==> src/rtl/tt_sweep_pkg.sv <==
// -----------------------------------------------------------------------------
// tt_sweep_pkg
// Shared types and helpers for the truth-table sweeper.
//   state_t   : sweeper FSM states
//   SETTLE_W  : width of the per-vector settle counter (settle range 0..15)
//   tt_width  : truth-table width for an n-input circuit (2^n)
// -----------------------------------------------------------------------------
package tt_sweep_pkg;

  typedef enum logic [1:0] {
    IDLE   = 2'd0,
    SETTLE = 2'd1,
    SAMPLE = 2'd2,
    DONE   = 2'd3
  } state_t;

  localparam int SETTLE_W = 4;

  function automatic int tt_width(input int n);
    return 1 << n;
  endfunction

endpackage

==> src/rtl/truth_table_sweeper_if.sv <==
// -----------------------------------------------------------------------------
// truth_table_sweeper_if
// Bundles the control, CUT and result signals of the truth-table sweeper.
//   master : control side plus the CUT output (drives start/abort/exp_tt/cut_out)
//   slave  : the sweeper (drives cut_in, status and results)
//
// Handshake: start is a level sampled only while the sweeper is idle; there is
// no ready signal -- acceptance is visible as busy rising on the next cycle.
// A start seen while busy or in the done cycle is dropped, never queued.
// abort is synchronous and wins over start and over every state transition.
// done is a one-cycle pulse; pass/tt/fail_count/first_fail are valid whenever
// busy is low and hold until the next accepted start.
// -----------------------------------------------------------------------------
interface truth_table_sweeper_if #(
  parameter int N_IN = 3
);
  localparam int TT_W = tt_sweep_pkg::tt_width(N_IN);

  logic                  start;
  logic                  abort;
  logic [TT_W-1:0]       exp_tt;
  logic [N_IN-1:0]       cut_in;
  logic                  cut_out;
  logic                  busy;
  logic                  done;
  logic                  pass;
  logic [TT_W-1:0]       tt;
  logic [N_IN:0]         fail_count;
  logic [N_IN-1:0]       first_fail;
  tt_sweep_pkg::state_t  dbg_state;

  modport master (
    output start, abort, exp_tt, cut_out,
    input  cut_in, busy, done, pass, tt, fail_count, first_fail, dbg_state
  );

  modport slave (
    input  start, abort, exp_tt, cut_out,
    output cut_in, busy, done, pass, tt, fail_count, first_fail, dbg_state
  );

endinterface

==> src/rtl/tt_settle_timer.sv <==
// -----------------------------------------------------------------------------
// tt_settle_timer
// Loadable down-counter with a zero flag; counts settle cycles per vector.
//   clk, rst_n  : clock, asynchronous active-low reset (count -> 0)
//   i_load      : load i_load_val (has priority over i_dec)
//   i_load_val  : value to load
//   i_dec       : decrement by one, saturating at zero
//   o_zero      : count is zero
// -----------------------------------------------------------------------------
module tt_settle_timer
  import tt_sweep_pkg::*;
#(
  parameter int W = SETTLE_W
) (
  input  logic         clk,
  input  logic         rst_n,
  input  logic         i_load,
  input  logic [W-1:0] i_load_val,
  input  logic         i_dec,
  output logic         o_zero
);

  logic [W-1:0] r_count;

  always_ff @(posedge clk or negedge rst_n) begin
    if (!rst_n) begin
      r_count <= '0;
    end else if (i_load) begin
      r_count <= i_load_val;
    end else if (i_dec && (r_count != '0)) begin
      r_count <= r_count - 1'b1;
    end
  end

  assign o_zero = (r_count == '0);

endmodule

==> src/rtl/truth_table_sweeper.sv <==
// -----------------------------------------------------------------------------
// truth_table_sweeper
// Exhaustively drives an N_IN-input combinational circuit with vectors
// 0..2^N_IN-1, waits a settle time per vector, captures the circuit output
// into a truth table and compares it against an expected table latched at
// start.
//   clk, rst_n : clock, asynchronous active-low reset
//   bus        : truth_table_sweeper_if.slave
//                in : start, abort, exp_tt, cut_out
//                out: cut_in (registered), busy, done, pass, tt, fail_count,
//                     first_fail, dbg_state (current FSM state)
// Parameters:
//   N_IN          : number of CUT inputs
//   SETTLE_CYCLES : settle cycles per vector, 0..15
// -----------------------------------------------------------------------------
module truth_table_sweeper
  import tt_sweep_pkg::*;
#(
  parameter int N_IN          = 3,
  parameter int SETTLE_CYCLES = 2
) (
  input  logic                  clk,
  input  logic                  rst_n,
  truth_table_sweeper_if.slave  bus
);

  localparam int TT_W = tt_width(N_IN);

  // A vector occupies SETTLE_CYCLES+1 cycles including its SAMPLE cycle, with
  // a floor of one SETTLE + one SAMPLE. The SETTLE state spends load+1 cycles,
  // so the timer is loaded with SETTLE_CYCLES-1 (clamped at zero).
  localparam logic [SETTLE_W-1:0] LOAD_VAL =
    (SETTLE_CYCLES == 0) ? '0 : SETTLE_W'(SETTLE_CYCLES - 1);

  state_t          r_state;
  logic [N_IN-1:0] r_idx;
  logic [TT_W-1:0] r_exp;
  logic [N_IN-1:0] r_cut_in;
  logic            r_busy;
  logic            r_done;
  logic            r_pass;
  logic [TT_W-1:0] r_tt;
  logic [N_IN:0]   r_fail_count;
  logic [N_IN-1:0] r_first_fail;

  logic            w_accept;
  logic            w_last;
  logic            w_mismatch;
  logic [N_IN:0]   w_fail_next;
  logic            w_timer_load;
  logic            w_timer_dec;
  logic            w_timer_zero;

  assign w_accept     = (r_state == IDLE) && bus.start && !bus.abort;
  assign w_last       = &r_idx;
  assign w_mismatch   = (bus.cut_out != r_exp[r_idx]);
  // Fail count including the current sample, so the pass verdict on the last
  // vector sees its own mismatch.
  assign w_fail_next  = r_fail_count + {{N_IN{1'b0}}, w_mismatch};
  assign w_timer_load = !bus.abort &&
                        (w_accept || ((r_state == SAMPLE) && !w_last));
  assign w_timer_dec  = (r_state == SETTLE);

  tt_settle_timer #(
    .W (SETTLE_W)
  ) u_settle_timer (
    .clk        (clk),
    .rst_n      (rst_n),
    .i_load     (w_timer_load),
    .i_load_val (LOAD_VAL),
    .i_dec      (w_timer_dec),
    .o_zero     (w_timer_zero)
  );

  always_ff @(posedge clk or negedge rst_n) begin
    if (!rst_n) begin
      r_state      <= IDLE;
      r_idx        <= '0;
      r_exp        <= '0;
      r_cut_in     <= '0;
      r_busy       <= 1'b0;
      r_done       <= 1'b0;
      r_pass       <= 1'b0;
      r_tt         <= '0;
      r_fail_count <= '0;
      r_first_fail <= '0;
    end else begin
      r_done <= 1'b0;
      if (bus.abort) begin
        // Partial tt and counts are kept for inspection.
        r_state  <= IDLE;
        r_cut_in <= '0;
        r_busy   <= 1'b0;
        r_pass   <= 1'b0;
      end else begin
        case (r_state)
          IDLE: begin
            if (bus.start) begin
              r_exp        <= bus.exp_tt;
              r_idx        <= '0;
              r_cut_in     <= '0;
              r_tt         <= '0;
              r_fail_count <= '0;
              r_first_fail <= '0;
              r_pass       <= 1'b0;
              r_busy       <= 1'b1;
              r_state      <= SETTLE;
            end
          end
          SETTLE: begin
            if (w_timer_zero) begin
              r_state <= SAMPLE;
            end
          end
          SAMPLE: begin
            r_tt[r_idx] <= bus.cut_out;
            if (w_mismatch) begin
              r_fail_count <= w_fail_next;
              if (r_fail_count == '0) begin
                r_first_fail <= r_idx;
              end
            end
            if (w_last) begin
              r_state <= DONE;
              r_done  <= 1'b1;
              r_busy  <= 1'b0;
              r_pass  <= (w_fail_next == '0);
            end else begin
              r_idx    <= r_idx + 1'b1;
              r_cut_in <= r_idx + 1'b1;
              r_state  <= SETTLE;
            end
          end
          DONE: begin
            r_state <= IDLE;
          end
          default: begin
            r_state <= IDLE;
          end
        endcase
      end
    end
  end

  assign bus.cut_in     = r_cut_in;
  assign bus.busy       = r_busy;
  assign bus.done       = r_done;
  assign bus.pass       = r_pass;
  assign bus.tt         = r_tt;
  assign bus.fail_count = r_fail_count;
  assign bus.first_fail = r_first_fail;
  assign bus.dbg_state  = r_state;

endmodule

==> src/flat_wrapper.sv <==
// flat-port wrapper written by rule: the top's interface ports become plain ports
module truth_table_sweeper_flat import tt_sweep_pkg::*;
#(
  parameter int N_IN          = 3,
  parameter int SETTLE_CYCLES = 2
)
  (clk, rst_n, bus_start, bus_abort, bus_exp_tt, bus_cut_out, bus_cut_in, bus_busy, bus_done, bus_pass, bus_tt, bus_fail_count, bus_first_fail, bus_dbg_state);
  truth_table_sweeper_if #(.N_IN(N_IN)) bus_i ();
  input  logic clk;
  input  logic rst_n;
  input wire logic [$bits(bus_i.start)-1:0] bus_start;
  input wire logic [$bits(bus_i.abort)-1:0] bus_abort;
  input wire logic [$bits(bus_i.exp_tt)-1:0] bus_exp_tt;
  input wire logic [$bits(bus_i.cut_out)-1:0] bus_cut_out;
  output wire logic [$bits(bus_i.cut_in)-1:0] bus_cut_in;
  output wire logic [$bits(bus_i.busy)-1:0] bus_busy;
  output wire logic [$bits(bus_i.done)-1:0] bus_done;
  output wire logic [$bits(bus_i.pass)-1:0] bus_pass;
  output wire logic [$bits(bus_i.tt)-1:0] bus_tt;
  output wire logic [$bits(bus_i.fail_count)-1:0] bus_fail_count;
  output wire logic [$bits(bus_i.first_fail)-1:0] bus_first_fail;
  output wire logic [$bits(bus_i.dbg_state)-1:0] bus_dbg_state;
  assign bus_i.start = bus_start;
  assign bus_i.abort = bus_abort;
  assign bus_i.exp_tt = bus_exp_tt;
  assign bus_i.cut_out = bus_cut_out;
  assign bus_cut_in = bus_i.cut_in;
  assign bus_busy = bus_i.busy;
  assign bus_done = bus_i.done;
  assign bus_pass = bus_i.pass;
  assign bus_tt = bus_i.tt;
  assign bus_fail_count = bus_i.fail_count;
  assign bus_first_fail = bus_i.first_fail;
  assign bus_dbg_state = bus_i.dbg_state;
  truth_table_sweeper #(.N_IN(N_IN), .SETTLE_CYCLES(SETTLE_CYCLES)) u_core (.clk(clk), .rst_n(rst_n), .bus(bus_i));
endmodule
==> config.mk <==
export PLATFORM = sky130hd
export DESIGN_NAME = truth_table_sweeper_flat
export DESIGN_NICKNAME = d
export VERILOG_FILES = /design/src/rtl/tt_sweep_pkg.sv /design/src/rtl/truth_table_sweeper_if.sv /design/src/rtl/tt_settle_timer.sv /design/src/rtl/truth_table_sweeper.sv /design/src/flat_wrapper.sv
export SDC_FILE = /design/constraint.sdc
export NUM_CORES = 1
export LEC_CHECK = 0
export ABC_AREA = 1
export BUFFER_PORTS_ARGS = -buffer_cell sky130_fd_sc_hd__buf_2
export CELL_PAD_IN_SITES_DETAIL_PLACEMENT = 0
export CELL_PAD_IN_SITES_GLOBAL_PLACEMENT = 1
export CORE_MARGIN = 2
export CORE_UTILIZATION = 37
export DETAILED_ROUTE_END_ITERATION = 7
export PLACE_DENSITY_LB_ADDON = 0.1
export SLEW_MARGIN = 5
export SYNTH_ARGS = -nofsm -noshare
export SYNTH_HDL_FRONTEND = slang
export SYNTH_SLANG_ARGS = --single-unit
==> constraint.sdc <==
create_clock -name clk -period 2.01 [get_ports clk]
set_input_delay 0.1005 -clock clk [delete_from_list [all_inputs] [get_ports clk]]
set_output_delay 0.1005 -clock clk [all_outputs]
set_load 0.005 [all_outputs]
# [Yosys cells after proc, flatten, opt, wreduce, memory -nomap -nowiden]
# Index checks and enable logic that the tools add are counted.
[word_totals] reg_bits=38 in_bits=13 output_inout_bits=23 wordCells=90
[classes] n_addsub=3 magnitude_cmp=2 eq_ne=12 n_mux=35 n_bitwise=1 n_reduce_logical=26
[ops] cell="two-way mux 4 bit" n=4
[ops] cell="one-hot mux 8 bit (2 select lines)" n=1
[ops] cell="two-way mux 3 bit" n=5
[ops] cell="AND reduction 3 bit" n=5
[ops] cell="zero test 4 bit" n=3
[ops] cell="one-hot mux 3 bit (2 select lines)" n=2
[ops] cell="two-way mux 1 bit" n=11
[ops] cell="bitwise mux 8 bit" n=1
[ops] cell="two-way mux 2 bit" n=4
[ops] cell="two-way mux 8 bit" n=1
[ops] cell="one-hot mux 2 bit (4 select lines)" n=1
[ops] cell="one-hot mux 4 bit (2 select lines)" n=1
[ops] cell="AND reduction 4 bit" n=2
[ops] cell="logical AND 1 bit" n=6
[ops] cell="!= test 2 bit (second input constant)" n=3
[ops] cell="!= test 3 x 2 -> 1 bit (second input constant)" n=2
[ops] cell="!= test 3 bit (second input constant)" n=2
[ops] cell="AND reduction 5 bit" n=1
[ops] cell="adder 4 x 1 -> 4 bit" n=1
[ops] cell="equality test 2 bit (second input constant)" n=2
[ops] cell="< comparator 3 x 4 -> 1 bit (second input constant)" n=1
[ops] cell="one-hot mux 1 bit (2 select lines)" n=2
[ops] cell="nonzero test 2 bit" n=2
[ops] cell="nonzero test 4 bit" n=1
[ops] cell="14 further kinds" n=15

# [Depth between registers and ports, before layout]
[depth] depth_word=8 ltp_mapped=17 ltp_nobuf=17

# [By module]
# From an unflattened synthesis, not the netlist that was laid out.
[hier_totals] cells_unflattened=247 hier_area_um2=2028.2
[modules_own_cells] mod="truth_table_sweeper" n_inst=1 cells_each=201 area_per_inst_um2=1732.9 seq_area_each_um2=850.8
[modules_own_cells] mod="tt_settle_timer" n_inst=1 cells_each=46 area_per_inst_um2=295.3 seq_area_each_um2=100.1

# [Worst setup path before layout]
# Ideal clock, no wire load.
[synth_timing] kind="register to register" from="register u_core.r_idx[0]" to="register u_core.r_pass (netlist: u_core.bus.pass)" setup_time_ps=76 t_arrival_ps=1829 required_ps=1934 slack_ps=105 path_stages_with_launch=16 n_path_buf=1 synth_period_minus_slack_ps=1905 cell_sequence="dfrtp_1 > buf_6 > nand2_1 > nand2_1 > nand2_1 > nand2_1 > nand2_2 > nand3_2 > nand2_4 > inv_1 > ha_1 > ha_1 > xor2_1 > inv_1 > nand4_1 > o21ai_1"
[synth_via] elab_chain_cells=8 elab_cells_between_ends=11 classes_between="1 x add/sub; 2 x eq/ne; 5 x mux; 3 x reduce/logical"
[synth_rtl] element="from (decl)" line_no="truth_table_sweeper.sv:36" source="logic [N_IN-1:0] r_idx;"
[synth_rtl] element="from (signal assigned)" line_no="truth_table_sweeper.sv:129" source="r_idx <= r_idx + 1'b1;"
[synth_rtl] element="binary-select mux 1 bit (select 3 bit)" line_no="truth_table_sweeper.sv:56" source="assign w_mismatch = (bus.cut_out != r_exp[r_idx]);"
[synth_rtl] element="two-way mux 1 bit (implied by the code)" line_no="truth_table_sweeper.sv:56"
[synth_rtl] element="!= test 1 bit" line_no="truth_table_sweeper.sv:56"
[synth_rtl] element="adder 4 x 1 -> 4 bit" line_no="truth_table_sweeper.sv:59" source="assign w_fail_next = r_fail_count + {{N_IN{1'b0}}, w_mismatch};"
[synth_rtl] element="zero test 4 bit" line_no="truth_table_sweeper.sv:127" source="r_pass <= (w_fail_next == '0);"
[synth_rtl] element="two-way mux 1 bit" line_no="truth_table_sweeper.sv:123" source="if (w_last) begin"
[synth_rtl] element="one-hot mux 1 bit (2 select lines)" line_no="truth_table_sweeper.sv:96" source="case (r_state)"
[synth_rtl] element="two-way mux 1 bit" line_no="truth_table_sweeper.sv:89" source="if (bus.abort) begin"
[synth_rtl] element="to (signal assigned)" line_no="truth_table_sweeper.sv:127"
[synth_rtl] element="to (decl)" line_no="truth_table_sweeper.sv:41" source="logic r_pass;"
# Parallel ways exist; a longest one is shown, timed or not. The select of a mux whose other input is x is not followed.
# A chain may end at the register's enable or synchronous reset.

# [Worst setup path after layout]
# Same ends and word-level chain as after synthesis.

==> results.tsv <==
stage	metric	value	unit
floorplan	Die Span X	77.1	microns
yosys	yosys warns	0	
cts	total CTS buffers	5	
yosys	Synth area leader	dfrtp_1	
placement	Port Buf Inserts	35	
power	Worst VDD drop	0.597	mV
routing	final wirelength	4320	microns
routing	Final ANT Viol Nets	0	
floorplan	area of the core	0.00514	sq mm
status	status	complete, no violations	
setup_path	FF-to-FF Start	u_core.r_idx[0]	
placement	Place WS	-0.00122	ns
floorplan	Die Area	0.00595	sq mm
sta	highest clock rate	525	MHz
sta	RSZ-0062 raised after global routing	yes	
cells_and_area	synth-to-layout area growth	24.0	%
cts	Clock Sinks	38	
setup_path	R2R setup slack	0.10	ns
cells_and_area	# diodes	0	
setup_path	worst reg2reg path endpoint	u_core.bus.pass	
cells_and_area	fill count	575	
sta	Tmin final	1.91	ns
yosys	Synth Area per Inst	8.17	sq um
setup_path	crit end category	flop	
cells_and_area	share of layout cells above drive strength 1	27.9	%
yosys	mux share of post-synthesis cell area	0	%
yosys	synthesized instance count	242	
grt	largest net degree at the start of global routing	39	
cts	Clock transition at path regs	0.07	ns
hold_path	worst min-delay path class	input pin to flop	
cts	clk root buf	clkbuf_8	
routing	DR DRC count	0	
yosys	XOR/XNOR Fraction of Synth Area	1.33	%
grt	total gr overflow	0	
yosys	Yosys top cell area share	48.1	%
sta	final setup fails	0	
sta	final worst slack	0.104	ns
sta	Clock Skew	0.00568	ns
floorplan	IO Count	36	
sta	Fin Hold WS	0.0107	ns
placement	GPL Wtd Cong	0.820	
power	total power	2.47	mW
setup_path	R2R depth	16	
setup_path	CP endpoint	u_core.bus.pass	
yosys	Mapped Area	0.00198	sq mm
setup_path	Worst Path Arrival	2.12	ns
yosys	main combinational cell family by area after synthesis	simple AND/OR/NAND/NOR gates	
setup_path	Worst path most repeated cell	nand2_1	
yosys	simple-gate share of the synthesized area	30.4	%
floorplan	Initial Utilization	38.5	%
cells_and_area	multi-input logic area	912	sq um
placement	DPL Wire Length	3240	microns
cells_and_area	fin util	47.7	%
sta	Max Slew Vio Count	0	
grt	initial antenna violation count	0	
cts	H-tree depth	2	
routing	Initial DRT Pass Iterations	4	
cells_and_area	final instance area	0.00245	sq mm
cells_and_area	nets	315	
setup_path	WS Path Type	flop to flop	
cells_and_area	Register Area	952	sq um
yosys	Distinct cells, synth	25	
yosys	Synth area leaders	dfrtp_1, nand2_1, inv_1, nor2_1, nand3_1	
routing	DR vias	1658	
yosys	#FFs+latches synth	38	
yosys	sequential share of the synthesized area	48.1	%
cts	worst skew pair latency	0.29	ns
setup_path	Top Family by Delay on Critical Path	simple AND/OR/NAND/NOR gates	
setup_path	CP startpoint kind	flop	
setup_path	CP max stage delay	0.43	ns
grt	GRT Total Usage	16.4	%
grt	first-pass GRT wire length	7830	microns
power	P_leak	1.32	nW
setup_path	Worst Setup SP	u_core.r_idx[0]	
setup_path	CP cell instances	inv_2, nand2_1, nand2_1, nand2_1, nand2_1, nand2_2, nand2_2, nand2_4, nand2_4, inv_2, ha_4, ha_4, xor2_1, inv_1, nand4_1, o21ai_1	
sta	Slew HR	42.8	%
placement	Post-DP Area	0.00228	sq mm
floorplan	FP Rows	26	
power	pwr/cell area	1010	mW/mm^2
sta	measured slew at the worst slew-check pin	0.859	ns
routing	Vias/cell	4.52	
floorplan	Die Height	77.1	microns
setup_path	Stages on worst setup path	16	
setup_path	CP max stage cell	dfrtp_2	
cts	CTS tree	done	
setup_path	Worst Path Required	2.23	ns
setup_path	buffer and inverter count on the worst path	3	
flow_run	maximum capacitance violations	0	
grt	vias in the first global route	1631	
setup_path	crit path max fanout	5	
sta	final cycle utilization of the critical path	94.8	%
sta	Final Hold Vio Count	0	
cts	clk buf depth	2	
yosys	Post-Syn Nets	260	
yosys	complex-gate fraction of the synthesized area	9.04	%
routing	WL/cell	11.8	microns
yosys	Synth Area in Adders	3.16	%
routing	initial DRC count	73	
kinds of logic (layout without fill, tap and decap cells):
kind of cell | count (synthesis) | in the layout
compound gates | 32 | 32
flops | 38 | 38
xor+xnor | 3 | 3
simple gates | 129 | 129
fa+ha+maj | 5 | 5
buf+inv | 35 | 90
where the power goes:
group | leakage (nW) | internal (mW) | switching, mW | total [mW]
clock network | 0.0383 | 0.239 | 0.259 | 0.498
logic | 0.771 | 0.378 | 0.556 | 0.934
registers | 0.507 | 0.923 | 0.111 | 1.03
total | 1.32 | 1.54 | 0.926 | 2.47
final cells by class:
cell class / instances / share of cell area (%)
clock buffers: 7 / 3.11
inverters: 31 / 4.74
multi-input cells: 169 / 37.2
flip-flops and latches: 38 / 38.8
well taps: 70 / 3.57
repair buffers: 52 / 12.6
repair_timing:
item | 4_1_cts | 5_1_grt
hold buffers | 2 | 0
hold endpoints to repair | 39 | 0
gates cloned | 0 | 0
setup buffers | 1 | 3
pin swaps | 1 | 6
gates resized for setup | 1 | 11
setup endpoints to repair | 1 | 4
placed cells by master (no fill, tap or decap), types with 2 or more instances in the layout:
cell,synthesis,layout
buf_2,1,35
nand2_1,74,72
nand3_2,2,2
ha_1,5,3
buf_4,0,15
a21oi_1,11,11
xor2_1,3,3
nand3_1,14,13
dlygate4sd3_1,0,2
nand2_4,4,4
inv_1,28,26
clkbuf_8,1,5
o21ai_1,2,3
ha_4,0,2
clkbuf_1,0,2
nor2_4,2,2
nor2_1,21,21
dfrtp_1,38,37
inv_2,3,5
nand2_2,7,9
o21ai_0,8,7
o22ai_1,10,10
synthesized netlist by cell type:
cell and count:
buf_6 2, xor2_1 3, nor3_1 1, o21ai_1 2
ha_1 5, inv_2 3, nor2_1 21, nor2_4 2
buf_2 1, nand4_1 1, nand2_2 7, a21oi_1 11
nand3b_4 1, nor2_2 1, clkbuf_8 1, o22ai_1 10
inv_1 28, o2111a_1 1, nor4_1 1, o21ai_0 8
nand3_1 14, nand3_2 2, nand2_1 74, nand2_4 4
dfrtp_1 38
how the worst min path moves through the flow:
stage / from / end / depth (start not counted)
after floorplan: rst_n / u_core.bus.busy / 0
final: bus_exp_tt[5] / u_core.r_exp[5] / 3
after CTS: bus_exp_tt[5] / u_core.r_exp[5] / 3
after global placement: rst_n / u_core.bus.tt[5] / 1
after detailed placement: rst_n / u_core.bus.tt[5] / 1
after global routing: bus_exp_tt[0] / u_core.r_exp[0] / 3
per-layer routing:
metal  vias up  global-route usage, %  share of wire [%]
li1        883                      -                  -
met1       740                   20.9                 50
met2        30                   26.9                 45
met3         5                   4.35                4.1
met4         0                   5.36                1.2
met5         -                      0                  0
metrics by stage:
step | TNS [ns] | cells
final | 0 | 367
after global routing | -0.0910 | 367
after CTS | 0 | 364
after detailed placement | -0.00122 | 354
after global placement | 0 | 354
after floorplan | 0 | 242
sequential cells by signal (all words and copies together) (netlist names):
name                           cells
u_core.r_exp                       8
u_core.bus.first_fail              3
u_core.bus.busy                    1
u_core.bus.fail_count              4
u_core.bus.tt                      8
u_core.bus.pass                    1
u_core.u_settle_timer.r_count      4
u_core.bus.cut_in                  3
u_core.bus.dbg_state               2
u_core.bus.done                    1
u_core.r_idx                       3
tightest hold or removal path, delay by kind of cell:
| family | cells | cell delay [ns] |
|---|---|---|
| AND/OR/NAND/NOR | 2 | 0.09 |
| buffers and inverters | 1 | 0.07 |
Power figures use the tool's default switching activity.
